### src/rtl/sseg_mux_driver.sv
// sseg_mux_driver: time-multiplexed common-anode seven-segment driver with per-frame input buffering.
// Ports:
//   clk, rst_n        clock, asynchronous active-low reset
//   en                scan enable; low holds the scan and turns every anode off
//   digits_i          packed 4-bit codes, digit k at [4k+3:4k], digit 0 rightmost
//   dp_i, blank_i     per-digit decimal point request / blank request (1 = lit / dark)
//   sseg_o, dp_o      active-low segments {a,b,c,d,e,f,g} and decimal point, registered
//   an_o              active-low anode enables, registered
// Define SSEG_HEX_EN to display codes 10..15 as A b C d E F; otherwise they are dark.
module sseg_mux_driver #(
  parameter int NUM_DIGITS  = 4,
  parameter int REFRESH_DIV = 100000,
  parameter int GUARD_CYC   = 2
) (
  input  logic                    clk,
  input  logic                    rst_n,
  input  logic                    en,
  input  logic [4*NUM_DIGITS-1:0] digits_i,
  input  logic [NUM_DIGITS-1:0]   dp_i,
  input  logic [NUM_DIGITS-1:0]   blank_i,
  output logic [6:0]              sseg_o,
  output logic                    dp_o,
  output logic [NUM_DIGITS-1:0]   an_o
);
  localparam int DW = $clog2(REFRESH_DIV);
  localparam int IW = NUM_DIGITS > 1 ? $clog2(NUM_DIGITS) : 1;
  logic [DW-1:0]           div_cnt, nxt_div;
  logic [IW-1:0]           idx, nxt_idx;
  logic                    started, wrap, start, dark;
  logic [4*NUM_DIGITS-1:0] fb_dig, nxt_dig;
  logic [NUM_DIGITS-1:0]   fb_dp, nxt_dp, fb_blank, nxt_blank, an_nxt;
  logic [3:0]              code;
  function automatic logic [6:0] seg_of(input logic [3:0] c);
    case (c)
      4'd0:    seg_of = 7'b0000001;
      4'd1:    seg_of = 7'b1001111;
      4'd2:    seg_of = 7'b0010010;
      4'd3:    seg_of = 7'b0000110;
      4'd4:    seg_of = 7'b1001100;
      4'd5:    seg_of = 7'b0100100;
      4'd6:    seg_of = 7'b0100000;
      4'd7:    seg_of = 7'b0001111;
      4'd8:    seg_of = 7'b0000000;
      4'd9:    seg_of = 7'b0000100;
`ifdef SSEG_HEX_EN
      4'd10:   seg_of = 7'b0001000;
      4'd11:   seg_of = 7'b1100000;
      4'd12:   seg_of = 7'b0110001;
      4'd13:   seg_of = 7'b1000010;
      4'd14:   seg_of = 7'b0110000;
      4'd15:   seg_of = 7'b0111000;
`endif
      default: seg_of = 7'b1111111;
    endcase
  endfunction
  // Outputs are registered from the next-state values, so the cycle after a
  // frame start edge already shows slot 0, cycle 0 with the freshly captured inputs.
  always_comb begin
    wrap      = div_cnt == DW'(REFRESH_DIV - 1);
    start     = !started || (wrap && idx == IW'(NUM_DIGITS - 1));
    nxt_div   = (start || wrap) ? '0 : div_cnt + 1'b1;
    nxt_idx   = start ? '0 : wrap ? idx + 1'b1 : idx;
    nxt_dig   = start ? digits_i : fb_dig;
    nxt_dp    = start ? dp_i : fb_dp;
    nxt_blank = start ? blank_i : fb_blank;
    code      = nxt_dig[{nxt_idx, 2'b00} +: 4];
    dark      = nxt_blank[nxt_idx];
    an_nxt    = (nxt_div < DW'(GUARD_CYC)) ? '1 : ~(NUM_DIGITS'(1) << nxt_idx);
  end
  always_ff @(posedge clk or negedge rst_n) begin
    if (!rst_n) begin
      started  <= 1'b0;
      div_cnt  <= '0;
      idx      <= '0;
      fb_dig   <= '0;
      fb_dp    <= '0;
      fb_blank <= '1;
      sseg_o   <= 7'b1111111;
      dp_o     <= 1'b1;
      an_o     <= '1;
    end else if (en) begin
      started  <= 1'b1;
      div_cnt  <= nxt_div;
      idx      <= nxt_idx;
      fb_dig   <= nxt_dig;
      fb_dp    <= nxt_dp;
      fb_blank <= nxt_blank;
      sseg_o   <= dark ? 7'b1111111 : seg_of(code);
      dp_o     <= dark | ~nxt_dp[nxt_idx];
      an_o     <= an_nxt;
    end else begin
      an_o     <= '1;
    end
  end
endmodule

### config.mk
export PLATFORM = sky130hd
export DESIGN_NAME = sseg_mux_driver
export DESIGN_NICKNAME = d
export VERILOG_FILES = /design/src/rtl/sseg_mux_driver.sv
export SDC_FILE = /design/constraint.sdc
export NUM_CORES = 1
export LEC_CHECK = 0
export CAP_MARGIN = 10
export CORE_UTILIZATION = 50
export CTS_CLUSTER_DIAMETER = 60
export DETAILED_ROUTE_END_ITERATION = 8
export PLACE_DENSITY = 0.75
export SLEW_MARGIN = 5
export SYNTH_ARGS = -nofsm -noshare
export SYNTH_HDL_FRONTEND = slang
export SYNTH_SLANG_ARGS = --single-unit
### constraint.sdc
create_clock -name clk -period 3.05 [get_ports clk]
set_input_delay 0.305 -clock clk [delete_from_list [all_inputs] [get_ports clk]]
set_output_delay 0.305 -clock clk [all_outputs]
set_load 0.02 [all_outputs]
==> results_tabular.tex <==
\begin{tabular}{lr}
\hline
Metric & Value \\
\hline
\multicolumn{2}{l}{\textbf{Die}} \\
\quad Number of primary I/O pins & 39 \\
\quad Die area & 0.007102 sq mm \\
\quad Rows & 29 \\
\quad Floorplan die height & 84.28 um \\
\quad Core Area & 0.006459 sq mm \\
\quad Starting density of the core & 52.40\% \\
\quad DIE WIDTH & 84.28 um \\
\multicolumn{2}{l}{\textbf{Routing}} \\
\quad Length of the first detailed-routing pass in iterations & 4 \\
\quad Mean number of vias per cell & 5.879 \\
\quad Vias post-DR & 2581 \\
\quad Number of violations reported at the end of detailed-routing iteration 0 & 112 \\
\quad DRC Markers & 0 \\
\quad Wirelength per Cell & 16.32 um \\
\quad Count of nets left with antenna violations after detail routing & 0 \\
\quad Detailed Route WL & 7.166 mm \\
\multicolumn{2}{l}{\textbf{Clock network}} \\
\quad Setup bufs post-CTS & 0 \\
\quad CTS tree & built \\
\quad Clock slew seen by the registers of the worst setup and hold paths & 0.11 ns \\
\quad Clock latency reported for the late side of the worst-skew pair & 0.31 ns \\
\quad Clock sinks & 56 \\
\quad Clock tree root buffer cell & clkbuf\_8 \\
\quad Clock H-tree levels & 2 \\
\quad Number of gates resized after CTS & 0 \\
\quad Buffer depth of the longest clock path & 2 \\
\quad Cts hold-fix bufs & 0 \\
\quad Number of buffers created by CTS & 5 \\
\multicolumn{2}{l}{\textbf{STA}} \\
\quad Max\_slew headroom & 29.06\% \\
\quad Final hold vios & 0 \\
\quad Setup TNS & 0 ns \\
\quad Minimum hold slack & 0.1730 ns \\
\quad Minimum clock period after layout & 2.882 ns \\
\quad Number of failing setup endpoints in the final timing report & 0 \\
\quad Worst Skew & 0.009747 ns \\
\quad Unrepaired setup endpoints after global routing & false \\
\quad Final WS setup & 0.1678 ns \\
\quad Measured slew at the worst slew-check pin & 1.064 ns \\
\quad Share of the clock period used by the worst path after layout & 94.50\% \\
\quad Highest clock rate & 347.0 MHz \\
\quad Final count of pins violating max slew & 0 \\
\multicolumn{2}{l}{\textbf{Finish}} \\
\quad Layout cell share with drive strength beyond 1 & 27.07\% \\
\quad Area growth, synth to finish & 18.82\% \\
\quad Nets & 396 \\
\quad Ant diodes & 0 \\
\multicolumn{2}{l}{\textbf{Placement}} \\
\quad Final GP Congestion & 0.8458 \\
\quad HPWL Detailed & 5.199 mm \\
\quad Place WS & 0.1837 ns \\
\quad Port Buffer Count & 38 \\
\multicolumn{2}{l}{\textbf{Global route}} \\
\quad First-pass GRT wire length & 12.35 mm \\
\quad Vias in the first global route & 2585 \\
\quad Global router's overall resource usage & 21.85\% \\
\quad Global route total overflow & 0 \\
\quad Initial antenna violation count & 0 \\
\quad Pin count of the biggest net entering global routing & 49 \\
\multicolumn{2}{l}{\textbf{Yosys}} \\
\quad Fraction of registers with async set or reset after synthesis & 100.0\% \\
\quad Syn\_area\_per\_cell & 10.61 sq um \\
\quad Most used DFF post-synth & dfrtp\_1 \\
\quad Distinct cell type count of the synthesized netlist & 53 \\
\quad Gate count of the mapped netlist & 319 \\
\quad Post-Syn Area & 0.003384 sq mm \\
\quad Sequential cell area fraction in the yosys report & 42.00\% \\
\quad Number of flip-flops and latches in the synthesized netlist & 56 \\
\quad Share of the synthesized area in the top cell type & 29.57\% \\
\quad Number of enable flip-flop cells after synthesis & 0 \\
\quad Cell type with the highest aggregate area in the netlist & dfrtp\_1 \\
\quad Net Count, Synth & 354 \\
\quad Yosys Warn Count & 0 \\
\quad Top area cells in the synthesized netlist & dfrtp\_1, dfstp\_2, mux2\_2 \\
\multicolumn{2}{l}{\textbf{Worst setup path}} \\
\quad Arrival time worst endpoint & 3.14 ns \\
\quad Endpoint of the most critical setup path & sseg\_o[3]\$\_DFFE\_PN1P\_ \\
\quad Data required time of the worst path & 3.31 ns \\
\quad Critical path, cell by cell & ha\_1 -> and4\_1 -> nand4\_4 -> buf\_4 -> o21ai\_1 -> a211oi\_1 -> mux2i\_4 -> buf\_4 -> or4b\_4 -> o221a\_2 \\
\quad Capturing point of the worst reg2reg path & sseg\_o[3]\$\_DFFE\_PN1P\_ \\
\quad Crit. Startpoint & div\_cnt[0]\$\_DFFE\_PN0P\_ \\
\quad Slowest CP cell & or4b\_4 \\
\quad Peak fanout along the critical path & 20 \\
\quad Number of cells on the worst reg-to-reg path & 10 \\
\quad Nature of the critical path endpoint & register \\
\quad Setup crit start kind & register \\
\quad Reg2reg setup slack & 0.17 ns \\
\quad Crit path top cell by count & buf\_4 \\
\quad Startpoint of the most critical register-to-register path & div\_cnt[0]\$\_DFFE\_PN0P\_ \\
\quad Slowest stage delay, CP & 0.56 ns \\
\quad Category of the critical setup timing path & reg -> reg \\
\multicolumn{2}{l}{\textbf{Run status}} \\
\quad Run status & finished, final reports clean \\
\multicolumn{2}{l}{\textbf{Min path}} \\
\quad Min-delay worst type & in -> async \\
\multicolumn{2}{l}{\textbf{Power}} \\
\quad Leak & 1.751 nW \\
\quad Net Sw Power & 555.3 uW \\
\quad Net Sw Frac & 30.77\% \\
\quad Total internal power & 1.250 mW \\
\quad Relative contribution of combinational cells to total power & 26.4\% \\
\quad Power Density & 448.8 mW/mm\^{}2 \\
\quad Sequential share of power & 50.1\% \\
\quad Largest voltage drop on the vdd net & 0.2726 mV \\
\quad Clock share of power & 23.5\% \\
\multicolumn{2}{l}{\textbf{Run}} \\
\quad \# Max-Cap Violations & 0 \\
\hline
\end{tabular}
[through the flow]
stage	power, mW	cell area (sq um)	cells	util [%]
floorplan	1.214	3401	319	-
global placement	1.377	3930	431	60.85
detailed placement	1.395	3930	431	60.85
CTS	1.817	4021	439	62.26
global route	1.909	4021	439	62.26
finish	1.805	4021	439	62.26
[sequential cells by signal, indices dropped and copies added, names as in the netlist]
signal / count
dp_o: 1
sseg_o: 7
an_o: 4
fb_dig: 16
started: 1
div_cnt: 17
fb_dp: 4
fb_blank: 4
idx: 2
[worst max-delay path: cells and delay by family (launching register included)]
kind                     cells  cell delay [ns]
AND/OR/NAND/NOR              3             0.89
buffers and inverters        2             0.43
multiplexers                 1             0.12
adder cells (fa/ha/maj)      1             0.23
AO/OA/AOI/OAI                3             0.72
flip-flops                   1             0.43
[synth_stat cells (5+ instances only)]
library cell  number
a211oi_1           7
a21oi_1            6
and3_1             9
clkbuf_1          15
dfrtp_1           40
dfstp_2           16
ha_1               8
inv_1              7
mux2_2            29
mux2i_1           21
mux4_2             5
nand2_1           25
nand3_1            9
nand4_1            7
nor2_1            14
nor3_1             8
o21ai_0           18
xnor2_1            5
[metal layers]
| metal | vias to the layer above | share of wire, % | GRT usage [%] |
|---|---|---|---|
| met5 | - | 0 | 0 |
| met4 | 0 | 1.1 | 5.956 |
| met3 | 7 | 4.0 | 3.638 |
| met2 | 59 | 47 | 35.54 |
| met1 | 1260 | 47 | 30.45 |
| li1 | 1255 | - | - |
[power by group through the flow]
stage / clock, mW / combinational, mW / sequential (mW)
after global placement: 0 / 0.465 / 0.912
final: 0.424 / 0.476 / 0.904
after CTS: 0.434 / 0.478 / 0.904
after detailed placement: 0 / 0.478 / 0.917
after floorplan: 0 / 0.289 / 0.925
after global routing: 0.463 / 0.529 / 0.917
[worst min path at each step]
stage                                startpoint                 endpoint  slack [ns]  cells after the start
after global routing                      rst_n  div_cnt[12]$_DFFE_PN0P_        0.25                      1
final                                     rst_n  div_cnt[12]$_DFFE_PN0P_        0.17                      1
after detailed placement  sseg_o[2]$_DFFE_PN1P_    sseg_o[2]$_DFFE_PN1P_        0.49                      2
after CTS                                 rst_n   div_cnt[4]$_DFFE_PN0P_        0.21                      1
after global placement    sseg_o[0]$_DFFE_PN1P_    sseg_o[0]$_DFFE_PN1P_        0.49                      2
after floorplan                           rst_n   div_cnt[0]$_DFFE_PN0P_       0.009                      0
[logic make-up after synthesis]
kind of cell | after synthesis | share of synthesized area (%)
adders and majority gates | 8 | 2.958
muxes | 55 | 19.19
and+or+nand+nor | 98 | 16.52
buffers and inverters | 33 | 4.177
xor gates and xnor gates | 9 | 2.551
AOI/OAI and AO/OA | 60 | 12.61
DFF | 56 | 42.00
[layout make-up]
| type | instances | area (sq um) |
|---|---|---|
| fill | 556 | 2437 |
| multi-input combinational | 230 | 1838 |
| sequential | 56 | 1421 |
| timing repair buffer | 61 | 548.0 |
| tap | 77 | 96.34 |
| clock buffer | 5 | 68.82 |
| inverter | 7 | 26.28 |
| clock inverter | 3 | 22.52 |
[cells in the final DEF (no fill, tap or decap), drive strengths merged, types with 9 or more instances in the layout]
| cell | instances |
|---|---|
| nand3 | 9 |
| clkdlybuf4s50 | 37 |
| nand2 | 25 |
| nor2 | 14 |
| mux2i | 21 |
| dfrtp | 40 |
| and3 | 9 |
| dfstp | 16 |
| o21ai | 19 |
| buf | 24 |
| mux2 | 29 |
(Power assumes the default switching activity.)
